$ cat config.mk
export PLATFORM = sky130hd
export DESIGN_NAME = food_level_scheduler_flat
export DESIGN_NICKNAME = d
export VERILOG_FILES = /design/src/rtl/food_level_scheduler_if.sv /design/src/rtl/food_level_scheduler.sv /design/src/flat_wrapper.sv
export SDC_FILE = /design/constraint.sdc
export NUM_CORES = 1
export LEC_CHECK = 0
export BUFFER_PORTS_ARGS = -buffer_cell sky130_fd_sc_hd__buf_2
export CORE_MARGIN = 5
export CORE_UTILIZATION = 36
export DETAILED_ROUTE_END_ITERATION = 12
export REMOVE_ABC_BUFFERS = 1
export SYNTH_ARGS = -nofsm -noshare
export SYNTH_HDL_FRONTEND = slang
export SYNTH_SLANG_ARGS = --single-unit
$ cat constraint.sdc
create_clock -name clk -period 2.4 [get_ports clk]
set_input_delay 0.48 -clock clk [delete_from_list [all_inputs] [get_ports clk]]
set_output_delay 0.48 -clock clk [all_outputs]
set_load 0.01 [all_outputs]
$ cat src/rtl/food_level_scheduler_if.sv
// Signal bundle between the pet controller and food_level_scheduler.
// LEVEL_FORCE_EN adds force_valid/force_level for direct level loading.
interface food_level_scheduler_if;
   logic       feed_req;
   logic       test_mode;
   logic       pause;
   logic [1:0] level;
   logic       feeding;
   logic       level_changed;
   logic       starving;
   logic       tick;
`ifdef LEVEL_FORCE_EN
   logic       force_valid;
   logic [1:0] force_level;

   modport master (
      output feed_req, test_mode, pause, force_valid, force_level,
      input  level, feeding, level_changed, starving, tick
   );
   modport slave (
      input  feed_req, test_mode, pause, force_valid, force_level,
      output level, feeding, level_changed, starving, tick
   );
`else
   modport master (
      output feed_req, test_mode, pause,
      input  level, feeding, level_changed, starving, tick
   );
   modport slave (
      input  feed_req, test_mode, pause,
      output level, feeding, level_changed, starving, tick
   );
`endif
endinterface

$ cat src/rtl/food_level_scheduler.sv
// Pet food level: prescaled decay, held-button feeding, starvation flag.
// Define LEVEL_FORCE_EN to enable force_valid/force_level direct loading.
module food_level_scheduler #(
   parameter int unsigned TICK_DIV      = 50000000,
   parameter int unsigned TEST_TICK_DIV = 50000,
   parameter int unsigned DECAY_TICKS   = 30,
   parameter int unsigned FEED_TICKS    = 2,
   parameter int unsigned STARVE_TICKS  = 10
) (
   input logic                   clk,
   input logic                   reset,
   food_level_scheduler_if.slave bus
);

   localparam int unsigned MAX_A = (TICK_DIV > TEST_TICK_DIV) ? TICK_DIV : TEST_TICK_DIV;
   localparam int unsigned MAX_B = (DECAY_TICKS > FEED_TICKS) ? DECAY_TICKS : FEED_TICKS;
   localparam int unsigned MAX_C = (MAX_A > MAX_B) ? MAX_A : MAX_B;
   localparam int unsigned MAXP  = (MAX_C > STARVE_TICKS) ? MAX_C : STARVE_TICKS;
   localparam int unsigned CW    = $clog2(MAXP + 1);

   localparam logic [CW-1:0] DECAY_LAST  = CW'(DECAY_TICKS - 1);
   localparam logic [CW-1:0] FEED_LAST   = CW'(FEED_TICKS - 1);
   localparam logic [CW-1:0] STARVE_MAX  = CW'(STARVE_TICKS);
   localparam logic [CW-1:0] NORM_LAST   = CW'(TICK_DIV - 1);
   localparam logic [CW-1:0] TEST_LAST   = CW'(TEST_TICK_DIV - 1);

   localparam logic [1:0] ST_DECAY = 2'd0;
   localparam logic [1:0] ST_FEED  = 2'd1;
   localparam logic [1:0] ST_HOLD  = 2'd2;

   logic          test_mode_q;
   logic [CW-1:0] presc_cnt;
   logic          tick_q;
   logic [CW-1:0] div_last;

   logic [1:0]    state, state_nxt;
   logic [1:0]    level_q, level_nxt;
   logic [CW-1:0] decay_cnt, decay_nxt;
   logic [CW-1:0] feed_cnt, feed_nxt;
   logic [CW-1:0] starve_cnt, starve_nxt;
   logic          feeding_q;
   logic          level_changed_q;

   assign div_last = test_mode_q ? TEST_LAST : NORM_LAST;

   // A test_mode edge restarts the prescaler so the new rate starts from a clean phase.
   always_ff @(posedge clk or negedge reset) begin
      if (!reset) begin
         test_mode_q <= 1'b0;
         presc_cnt   <= '0;
         tick_q      <= 1'b0;
      end else begin
         test_mode_q <= bus.test_mode;
         if (bus.test_mode != test_mode_q) begin
            presc_cnt <= '0;
            tick_q    <= 1'b0;
         end else if (presc_cnt == div_last) begin
            presc_cnt <= '0;
            tick_q    <= 1'b1;
         end else begin
            presc_cnt <= presc_cnt + CW'(1);
            tick_q    <= 1'b0;
         end
      end
   end

   always_comb begin
      state_nxt = state;
      level_nxt = level_q;
      decay_nxt = decay_cnt;
      feed_nxt  = feed_cnt;
      case (state)
         ST_DECAY: begin
            // Button edges win over a coincident tick: no decay on the transition cycle.
            if (bus.feed_req) begin
               if (level_q != 2'd3) begin
                  state_nxt = ST_FEED;
                  feed_nxt  = '0;
               end else begin
                  state_nxt = ST_HOLD;
               end
            end else if (tick_q && !bus.pause) begin
               if (decay_cnt == DECAY_LAST) begin
                  decay_nxt = '0;
                  if (level_q != 2'd0) level_nxt = level_q - 2'd1;
               end else begin
                  decay_nxt = decay_cnt + CW'(1);
               end
            end
         end
         ST_FEED: begin
            if (!bus.feed_req) begin
               state_nxt = ST_DECAY;
            end else if (level_q == 2'd3) begin
               state_nxt = ST_HOLD;
            end else if (tick_q) begin
               if (feed_cnt == FEED_LAST) begin
                  feed_nxt  = '0;
                  level_nxt = level_q + 2'd1;
                  if (level_q == 2'd2) state_nxt = ST_HOLD;
               end else begin
                  feed_nxt = feed_cnt + CW'(1);
               end
            end
         end
         ST_HOLD: begin
            if (!bus.feed_req) begin
               state_nxt = ST_DECAY;
               decay_nxt = '0;
            end
         end
         default: state_nxt = ST_DECAY;
      endcase

      if (level_nxt != 2'd0)
         starve_nxt = '0;
      else if (tick_q && level_q == 2'd0 && starve_cnt != STARVE_MAX)
         starve_nxt = starve_cnt + CW'(1);
      else
         starve_nxt = starve_cnt;

`ifdef LEVEL_FORCE_EN
      if (bus.force_valid) begin
         state_nxt  = ST_DECAY;
         level_nxt  = bus.force_level;
         decay_nxt  = '0;
         feed_nxt   = '0;
         starve_nxt = '0;
      end
`endif
   end

   always_ff @(posedge clk or negedge reset) begin
      if (!reset) begin
         state           <= ST_DECAY;
         level_q         <= 2'd3;
         decay_cnt       <= '0;
         feed_cnt        <= '0;
         starve_cnt      <= '0;
         feeding_q       <= 1'b0;
         level_changed_q <= 1'b0;
      end else begin
         state           <= state_nxt;
         level_q         <= level_nxt;
         decay_cnt       <= decay_nxt;
         feed_cnt        <= feed_nxt;
         starve_cnt      <= starve_nxt;
         feeding_q       <= (state_nxt == ST_FEED);
         level_changed_q <= (level_nxt != level_q);
      end
   end

   assign bus.level         = level_q;
   assign bus.feeding       = feeding_q;
   assign bus.level_changed = level_changed_q;
   assign bus.starving      = (starve_cnt == STARVE_MAX);
   assign bus.tick          = tick_q;

endmodule

$ cat src/flat_wrapper.sv
// flat-port wrapper written by rule: the top's interface ports become plain ports
module food_level_scheduler_flat 
#(
   parameter int unsigned TICK_DIV      = 50000000,
   parameter int unsigned TEST_TICK_DIV = 50000,
   parameter int unsigned DECAY_TICKS   = 30,
   parameter int unsigned FEED_TICKS    = 2,
   parameter int unsigned STARVE_TICKS  = 10
)
  (clk, reset, bus_feed_req, bus_test_mode, bus_pause, bus_level, bus_feeding, bus_level_changed, bus_starving, bus_tick);
  food_level_scheduler_if bus_i ();
  input logic clk;
  input logic reset;
  input wire logic [$bits(bus_i.feed_req)-1:0] bus_feed_req;
  input wire logic [$bits(bus_i.test_mode)-1:0] bus_test_mode;
  input wire logic [$bits(bus_i.pause)-1:0] bus_pause;
  output wire logic [$bits(bus_i.level)-1:0] bus_level;
  output wire logic [$bits(bus_i.feeding)-1:0] bus_feeding;
  output wire logic [$bits(bus_i.level_changed)-1:0] bus_level_changed;
  output wire logic [$bits(bus_i.starving)-1:0] bus_starving;
  output wire logic [$bits(bus_i.tick)-1:0] bus_tick;
  assign bus_i.feed_req = bus_feed_req;
  assign bus_i.test_mode = bus_test_mode;
  assign bus_i.pause = bus_pause;
  assign bus_level = bus_i.level;
  assign bus_feeding = bus_i.feeding;
  assign bus_level_changed = bus_i.level_changed;
  assign bus_starving = bus_i.starving;
  assign bus_tick = bus_i.tick;
  food_level_scheduler #(.TICK_DIV(TICK_DIV), .TEST_TICK_DIV(TEST_TICK_DIV), .DECAY_TICKS(DECAY_TICKS), .FEED_TICKS(FEED_TICKS), .STARVE_TICKS(STARVE_TICKS)) u_core (.clk(clk), .reset(reset), .bus(bus_i));
endmodule
==> reports/qor.txt, run 1 <==
fin nets -> 748
vias per inst -> 5.49
number of global-route vias before repair -> 5225
Layout Cells excl Fill -> 955
Leak -> 3.00 nW
synthesis-stage register bit count -> 112
Worst Path Arrival -> 1.85 ns
GRT Util Overall -> 14.8%
R2R Setup Slk -> 0.08 ns
maxcap violations -> 0
Slew @ Worst Pin -> 0.504 ns
slowest stage delay, CP -> 0.41 ns
clk_lat worst skew -> 0.35 ns
Final Setup Violations -> 0
DRC errors left -> 0
Worst Reg-to-Reg Cells -> 11
highest clock rate -> 429 MHz
H-tree depth -> 3
Switch Pwr -> 1.73 mW
Die Footprint -> 19800 um^2
top_reg_cell synth -> dfrtp_1
RSZ-0062 raised after global routing -> yes
wire per inst -> 15.4 um
class of the worst hold path -> in -> async
area delta synth->final -> 19.2%
Seq/Total Area, Yosys -> 45.5%
Root Buffer -> clkbuf_16
Crit Path Max Fanout -> 2
reg2reg start -> u_core.decay_cnt[1]
most instantiated cells after synthesis -> dfrtp_1, nor2_1, o21ai_0
Clock Power Share -> 27.0%
synthesized area -> 6160 um^2
Sw Share -> 33.9%
Netlist cell types -> 53
core footprint -> 16700 um^2
DRT iter0 DRCs -> 422
Row Count -> 47
# IOs -> 11
Worst-path clk slew -> 0.07 ns
first-pass GRT wire length -> 24.5 mm
I/O Buffers -> 10
antenna-violating nets left -> 0
fin crit share -> 97.2%
Final Max Tran Viols -> 0
clock skew -> 0.0106 ns
number of diodes -> 0
status -> finished, final reports clean
Die X-Extent -> 141 um
initial antenna violation count -> 0
cts-stage hold buffer count -> 0
chip height -> 141 um
pin count of the biggest net entering global routing -> 62
Crit Path Class -> reg -> out
synth top area cells -> dfrtp_1, xor2_1, o21ai_0, nor2_1, nand3_1
WL final -> 14.7 mm
layout cell share with drive strength beyond 1 -> 17.3%
combinational share of power -> 32.9%
CTS tree -> done
Power Density -> 693 nW/um^2
Final Hold Vio Count -> 0
fillers -> 1615
Int Pwr -> 3.36 mW
total CTS buffers -> 9
dpl cells -> 930
GR Overflow Total -> 0
final worst path period need -> 2.33 ns
gpl congestion -> 0.854
startpoint types -> flop
cell taking the most area after synthesis -> dfrtp_1
most frequent cell after synthesis -> dfrtp_1
DR vias -> 5247
synth warn -> 0
syn avg cell area -> 9.05 um^2
CP required -> 1.92 ns
detailed placement HPWL -> 9.80 mm
clk buf depth -> 2
asr flop ratio synth -> 100%
slew margin rel. -> 66.1%
top cell type's share of synthesized area -> 44.7%
1st-pass router iterations -> 5
Reg2Reg Capture Point -> u_core.starve_cnt[20]
EDFF count, synth -> 0
CTS sink count -> 112
worst-path cell chain -> inv_2 -> ha_1 -> or4bb_1 -> nor4_2 -> buf_4 -> buf_6
Crit. End Element -> primary output
Peak VDD IR -> 402 uV
Initial Util -> 36.9%
Synth Instances -> 681
slowest CP cell -> or4bb_1
Design Power -> 5.09 mW
share of total power in sequential cells -> 40.1%
## worst max-delay path: cells and delay by family (launching register included)
family,cells,cell delay (ns)
flip-flops,1,0.39
AND/OR/NAND/NOR,2,0.64
adder cells (fa/ha/maj),1,0.15
buffers and inverters,3,0.32
## registers in the layout, indices dropped and copies added, names as in the netlist
name                      count
u_core.decay_cnt             26
u_core.feed_cnt              26
u_core.presc_cnt             26
u_core.starve_cnt            26
u_core.bus.level              2
u_core.state                  2
u_core.bus.feeding            1
u_core.bus.level_changed      1
u_core.bus.tick               1
u_core.test_mode_q            1
## kinds of logic after synthesis
kind of cell	Yosys count	synth area share [%]
xor+xnor	62	8.81
buf+inv	34	2.48
simple gates	342	29.0
compound gates	119	11.8
fa+ha+maj	12	2.44
flops	112	45.5
## repair_timing
item                       4_1_cts  5_1_grt
gates resized for setup          0       48
setup endpoints to repair        1       43
gates cloned                     0        3
buffers inserted                 2        5
pin swaps                        1       27
## layout by cell type, fill, tap and decap left out, types with 13 or more instances in the layout
cell type / instances
a21oi_1: 18
o21ai_0: 61
nor3_1: 19
nand2_1: 58
nor4_1: 15
nand3_1: 49
nand4_1: 25
dfrtp_1: 109
xor2_1: 44
nor2_1: 74
nor2_4: 19
and3_1: 17
buf_4: 45
xnor2_1: 18
and4_1: 13
## cell type report
cell class                      instances  area [um^2]  share of cell area (%)
Multi-Input combinational cell        535         3430                    46.6
Sequential cell                       112         2810                    38.2
Timing Repair Buffer                   62          542                    7.38
Tap cell                              220          275                    3.75
Clock buffer                           11          233                    3.17
Inverter                               11         41.3                   0.562
Clock inverter                          4         22.5                   0.307
## power by group through the flow
stage	combinational [mW]	clock (mW)	sequential, mW
after detailed placement	1.22	0	2.08
after global placement	1.20	0	2.07
after CTS	1.23	1.41	2.04
after floorplan	0.651	0	2.10
final	1.67	1.38	2.04
after global routing	1.81	1.49	2.05
## per-layer routing
layer / part of all wire (%) / wire (um) / GRT usage, % / up-vias
met1: 46 / 6820 / 19.2 / 2593
met4: 2.4 / 351 / 7.24 / 0
met3: 2.9 / 433 / 1.96 / 18
met2: 48 / 7140 / 24.3 / 99
met5: 0 / 0 / 0 / -
li1: - / - / - / 2537
## worst max-delay path by stage
stage	startpoint	endpoint	cells past startpoint
after floorplan	u_core.feed_cnt[1]	u_core.feed_cnt[7]	8
after global placement	bus_feed_req	u_core.starve_cnt[25]	7
after detailed placement	bus_feed_req	u_core.starve_cnt[21]	7
after CTS	u_core.starve_cnt[0]	bus_starving	6
after global routing	u_core.feed_cnt[1]	u_core.feed_cnt[11]	9
final	u_core.starve_cnt[0]	bus_starving	6
## through the flow
stage	instance area [um^2]	setup slack [ns]	hold slack [ns]	utilization, %	TNS [ns]
final	7350	0.0681	0.0583	44.0	0
after detailed placement	6730	0.0195	0.446	40.3	0
after CTS	7000	0.00471	0.0655	41.9	0
after floorplan	6050	-0.422	0.184	-	-2.94
after global routing	7350	-0.0475	0.0828	44.0	-0.722
after global placement	6730	0.121	0.448	40.3	0
(Power assumes the default switching activity.)
==> run 2, diff against run 1 <==
SETUP_SLACK_MARGIN = 0.4   (was not set)
==> reports/qor.txt, run 2 (synthesis results as in run 1) <==
class of the worst hold path -> in -> async
vias per inst -> 5.60 (+1.8%)
DRT iter0 DRCs -> 415 (-1.7%)
WL final -> 15.8 mm (+7.1%)
CTS sink count -> 112 (unchanged)
Layout Cells excl Fill -> 984 (+3.0%)
dpl cells -> 930 (unchanged)
Seq. cell area -> 2810 um^2 (+0.13%)
startpoint types -> flop
initial antenna violation count -> 0 (unchanged)
maxcap violations -> 0 (unchanged)
RSZ-0062 raised after global routing -> yes
Int Pwr -> 3.56 mW (+5.8%)
fin nets -> 777 (+3.9%)
DR vias -> 5506 (+4.9%)
final worst path period need -> 2.33 ns (+0.00217 ns)
first-pass GRT wire length -> 25.0 mm (+2.1%)
fin crit share -> 97.3% (about the same)
Die Footprint -> 19800 um^2 (unchanged)
Switch Pwr -> 1.83 mW (+6.1%)
CTS tree -> done
gpl congestion -> 0.854 (unchanged)
core footprint -> 16700 um^2 (unchanged)
H-tree depth -> 3 (unchanged)
commonest non-fill, non-tap cell in the layout -> dfrtp_1
share of total power in sequential cells -> 37.9% (-2.2 points)
Placed Area -> 6730 um^2 (unchanged)
chip height -> 141 um (unchanged)
wire per inst -> 16.0 um (+3.9%)
I/O Buffers -> 10 (unchanged)
Final Cell Area -> 7910 um^2 (+7.7%)
Crit Path Class -> reg -> reg
pin count of the biggest net entering global routing -> 62 (unchanged)
Die X-Extent -> 141 um (unchanged)
CP required -> 2.69 ns (+0.77 ns)
Power Density -> 681 nW/um^2 (-1.7%)
combinational share of power -> 36.6% (+3.7 points)
clk_lat worst skew -> 0.35 ns (about the same)
1st-pass router iterations -> 5 (unchanged)
Worst-path clk slew -> 0.08 ns (about the same)
Initial Util -> 36.9% (unchanged)
most frequent cells in the layout -> dfrtp_1, buf_4, nor2_1, nand2_1, o21ai_0
Final Max Tran Viols -> 0 (unchanged)
Sw Share -> 34.0% (+0.056 points)
GR Overflow Total -> 0 (unchanged)
hold_ws -> 0.0592 ns (+0.000917 ns)
clock skew -> 0.00916 ns (-0.00140 ns)
detailed placement HPWL -> 9.80 mm (unchanged)
antenna-violating nets left -> 0 (unchanged)
GRT Util Overall -> 15.1% (+0.32 points)
area delta synth->final -> 28.3%
# IOs -> 11 (unchanged)
number of diodes -> 0 (unchanged)
area occupied by multi-input gates -> 3720 um^2 (+8.6%)
Final Hold Vio Count -> 0 (unchanged)
Crit. End Element -> flop
slew margin rel. -> 65.9% (-0.23 points)
status -> finished, final reports clean
layout cell share with drive strength beyond 1 -> 27.2% (+9.9 points)
highest clock rate -> 428 MHz (about the same)
total CTS buffers -> 9 (unchanged)
final core utilization -> 47.4% (+3.4 points)
fillers -> 1535 (-5.0%)
Leak -> 3.17 nW (+5.6%)
Root Buffer -> clkbuf_16
DRC errors left -> 0 (unchanged)
Clock Power Share -> 25.5% (-1.5 points)
Peak VDD IR -> 387 uV (-3.8%)
Worst Path Arrival -> 2.62 ns (+0.77 ns)
cts-stage hold buffer count -> 0 (unchanged)
Slew @ Worst Pin -> 0.511 ns (+0.00730 ns)
Crit Path Max Fanout -> 7 (+5)
Row Count -> 47 (unchanged)
clk buf depth -> 2 (unchanged)
Final Setup Violations -> 0 (unchanged)
number of global-route vias before repair -> 5315 (+1.7%)
run 2: changes by cell type in the layout (fill, tap and decap cells not counted), sizes merged:
cell	previous run	this run
buf	60	88
clkbuf	13	14
run 2: critical path, stage by stage (launching register included):
cell and delay [ns]:
dfstp_2 0.57, ha_2 0.20, and3b_1 0.17, and4_1 0.22
and2_1 0.21, a221oi_2 0.24, buf_4 0.16, o211ai_4 0.07
buf_12 0.15, buf_12 0.14, nor2_2 0.12
run 2: final cells by class:
cell class,instances,share of cell area (%)
flip-flops and latches,112,35.5
well taps,220,3.48
repair buffers,91,10.2
clock inverters,4,0.285
inverters,11,0.522
multi-input cells,535,47.0
clock buffers,11,2.94
run 2: routing by layer:
layer	track usage, %	wire [um]
met5	0	0
met1	19.7	6990
met2	24.8	7870
met4	7.29	384
met3	2.07	529
run 2: timing repair:
action / CTS / global route
gates cloned: 0 / 5
gates resized for setup: 32 / 96
buffers inserted: 16 / 18
pin swaps: 9 / 43
setup endpoints to repair: 93 / 107
hold endpoints to repair: 0 / 0
run 2: path summary, 6_finish.rpt:
path	startpoint	endpoint	slack [ns]	cells after the start
setup / recovery	u_core.bus.level[1]	u_core.starve_cnt[0]	0.07	10
hold / removal	reset	u_core.feed_cnt[5]	0.06	1
setup reg to reg	u_core.bus.level[1]	u_core.starve_cnt[0]	0.07	10
hold reg to reg	u_core.decay_cnt[21]	u_core.decay_cnt[21]	0.53	1
max in group asynchronous	reset	u_core.starve_cnt[14]	1.66	2
min in group clk	bus_test_mode	u_core.test_mode_q	0.26	1
run 2: power by group through the flow:
stage / logic, mW / clock network (mW) / registers, mW
2_1_floorplan: 0.651 / 0 / 2.10
3_3_place_gp: 1.20 / 0 / 2.07
3_5_place_dp: 1.22 / 0 / 2.08
4_1_cts: 1.38 / 1.41 / 2.04
5_1_grt: 2.12 / 1.49 / 2.05
6_report: 1.97 / 1.38 / 2.04
run 2: per-stage QoR:
stage	setup TNS [ns]	setup slack [ns]	power [mW]
after floorplan	-2.94	-0.422	2.75
after global placement	0	0.121	3.27
after detailed placement	0	0.0195	3.30
after CTS	0	0.131	4.82
after global routing	-1.22	-0.0644	5.65
final	0	0.0659	5.39
==> run 3, diff against run 2 <==
CORE_MARGIN = 10   (was 5)
==> reports/qor.txt, run 3 (synthesis results as in run 1) <==
status -> finished, final reports clean
Layout Cells excl Fill -> 973 (-1.1%)
H-tree depth -> 3 (unchanged)
CTS sink count -> 112 (unchanged)
number of global-route vias before repair -> 5270 (-0.85%)
GR Overflow Total -> 0 (unchanged)
number of diodes -> 0 (unchanged)
combinational share of power -> 31.7% (-4.9 points)
CP required -> 2.65 ns (-0.04 ns)
Leak -> 3.14 nW (-0.83%)
Initial Util -> 36.9% (unchanged)
Critical path buffers and inverters -> 3 (unchanged)
clk buf depth -> 2 (unchanged)
slew margin rel. -> 56.3% (-9.6 points)
Root Buffer -> clkbuf_16
fin crit share -> 94.4% (-2.9 points)
worst-path cell chain -> inv_1 -> ha_2 -> nor4b_4 -> nand4_2 -> buf_6 -> nor4b_4 -> o32ai_4 -> o211ai_4 -> buf_12 -> nor2_1
wire per inst -> 15.8 um (-1.6%)
Final Hold Vio Count -> 0 (unchanged)
CTS tree -> done
R2R Setup Slk -> 0.14 ns (+0.07 ns)
startpoint types -> flop
antenna-violating nets left -> 0 (unchanged)
layout cell share with drive strength beyond 1 -> 29.6% (+2.4 points)
1st-pass router iterations -> 5 (unchanged)
DR vias -> 5391 (-2.1%)
final core utilization -> 47.7% (+0.30 points)
Die X-Extent -> 151 um (+7.1%)
Peak VDD IR -> 393 uV (+1.4%)
RSZ-0062 raised after global routing -> yes
core footprint -> 16700 um^2 (unchanged)
Power Density -> 666 nW/um^2 (-2.2%)
pin count of the biggest net entering global routing -> 113 (+82%)
maxcap violations -> 0 (unchanged)
Crit. End Element -> flop
Crit Path Max Fanout -> 26 (+19)
class of the worst hold path -> in -> async
Final Setup Violations -> 0 (unchanged)
initial antenna violation count -> 0 (unchanged)
Clock Power Share -> 29.6% (+4.1 points)
final worst path period need -> 2.26 ns (-0.0695 ns)
DRT iter0 DRCs -> 379 (-8.7%)
WL final -> 15.4 mm (-2.7%)
most frequent cells in the layout -> dfrtp_1, nand2_1, buf_4
GRT Util Overall -> 13.4% (-1.7 points)
Design Power -> 5.30 mW (-1.6%)
Die Footprint -> 22800 um^2 (+15%)
area delta synth->final -> 29.2%
family with the most delay on the worst path -> simple AND/OR/NAND/NOR gates
detailed placement HPWL -> 9.54 mm (-2.6%)
slowest stage delay, CP -> 0.38 ns (-0.19 ns)
I/O Buffers -> 10 (unchanged)
DRC errors left -> 0 (unchanged)
Sw Share -> 33.5% (-0.43 points)
clock skew -> 0.00988 ns (+0.000721 ns)
highest clock rate -> 442 MHz (+3.1%)
Placed Area -> 6690 um^2 (-0.63%)
Worst-path clk slew -> 0.08 ns (about the same)
first-pass GRT wire length -> 25.3 mm (+1.0%)
# IOs -> 11 (unchanged)
Slew @ Worst Pin -> 0.656 ns (+0.144 ns)
chip height -> 151 um (+7.1%)
share of total power in sequential cells -> 38.7% (+0.8 points)
Crit Path Class -> reg -> reg
dpl cells -> 926 (-0.43%)
total CTS buffers -> 9 (unchanged)
vias per inst -> 5.54 (-0.98%)
CP most frequent cell -> nor4b_4
slowest CP cell -> dfrtp_1
fin nets -> 765 (-1.5%)
Final Cell Area -> 7960 um^2 (+0.63%)
commonest non-fill, non-tap cell in the layout -> dfrtp_1
Row Count -> 47 (unchanged)
clk_lat worst skew -> 0.36 ns (about the same)
Worst Path Arrival -> 2.52 ns (-0.10 ns)
gpl congestion -> 0.853 (-0.12%)
Switch Pwr -> 1.78 mW (-2.9%)
Final Max Tran Viols -> 0 (unchanged)
Int Pwr -> 3.52 mW (-0.98%)
-- run 3: cell count changes in the layout (fill, tap and decap cells not counted), moves of 4 or more --
cell / previous run / this run
buf_4: 67 / 52
buf_6: 8 / 14
nor2_1: 56 / 49
nor2_2: 20 / 30
o21ai_0: 54 / 28
o21ai_1: 8 / 29
o21ai_2: 2 / 6
-- run 3: stage by stage --
| stage | setup WS (ns) | hold slack (ns) | setup TNS [ns] |
|---|---|---|---|
| 6_report | 0.135 | 0.141 | 0 |
| 2_1_floorplan | -0.422 | 0.184 | -2.94 |
| 5_1_grt | 0.0179 | 0.257 | 0 |
| 4_1_cts | 0.141 | 0.231 | 0 |
| 3_3_place_gp | 0.0854 | 0.469 | 0 |
| 3_5_place_dp | -0.0128 | 0.483 | -0.0578 |
-- run 3: layout make-up --
cell class / count / area (um^2)
fillers: 1535 / 8740
multi-input cells: 535 / 3840
flip-flops and latches: 112 / 2810
repair buffers: 79 / 683
well taps: 220 / 275
clock buffers: 11 / 243
clock inverters: 5 / 63.8
inverters: 11 / 41.3
-- run 3: repair_timing --
item / CTS / global route
resized for setup: 50 / 151
hold buffers: 0 / 0
cloned: 3 / 1
setup endpoints to repair: 94 / 108
buffers inserted: 15 / 12
pin swaps: 15 / 55
-- run 3: worst paths after layout --
check,from,endpoint,cells past startpoint
worst min-delay path,reset,u_core.feed_cnt[9],2
max in group asynchronous,reset,u_core.starve_cnt[19],2
worst max-delay path,u_core.decay_cnt[1],u_core.starve_cnt[3],10
worst min register to register,u_core.presc_cnt[0],u_core.presc_cnt[0],1
min in group clk,bus_test_mode,u_core.test_mode_q,1
worst max register to register,u_core.decay_cnt[1],u_core.starve_cnt[3],10
-- run 3: power groups by stage --
stage	Combinational, mW	Sequential [mW]	Clock, mW
finish	1.68	2.05	1.57
global route	1.84	2.06	1.68
CTS	1.45	2.03	1.61
detailed placement	1.22	2.07	0
global placement	1.20	2.06	0
floorplan	0.651	2.10	0
-- run 3: layer usage --
metal,up-vias,wire [um],GRT usage [%]
met3,29,441,1.97
met1,2671,6800,16.7
met2,117,7730,22.2
li1,2574,-,-
met5,-,0,0
met4,0,384,6.64
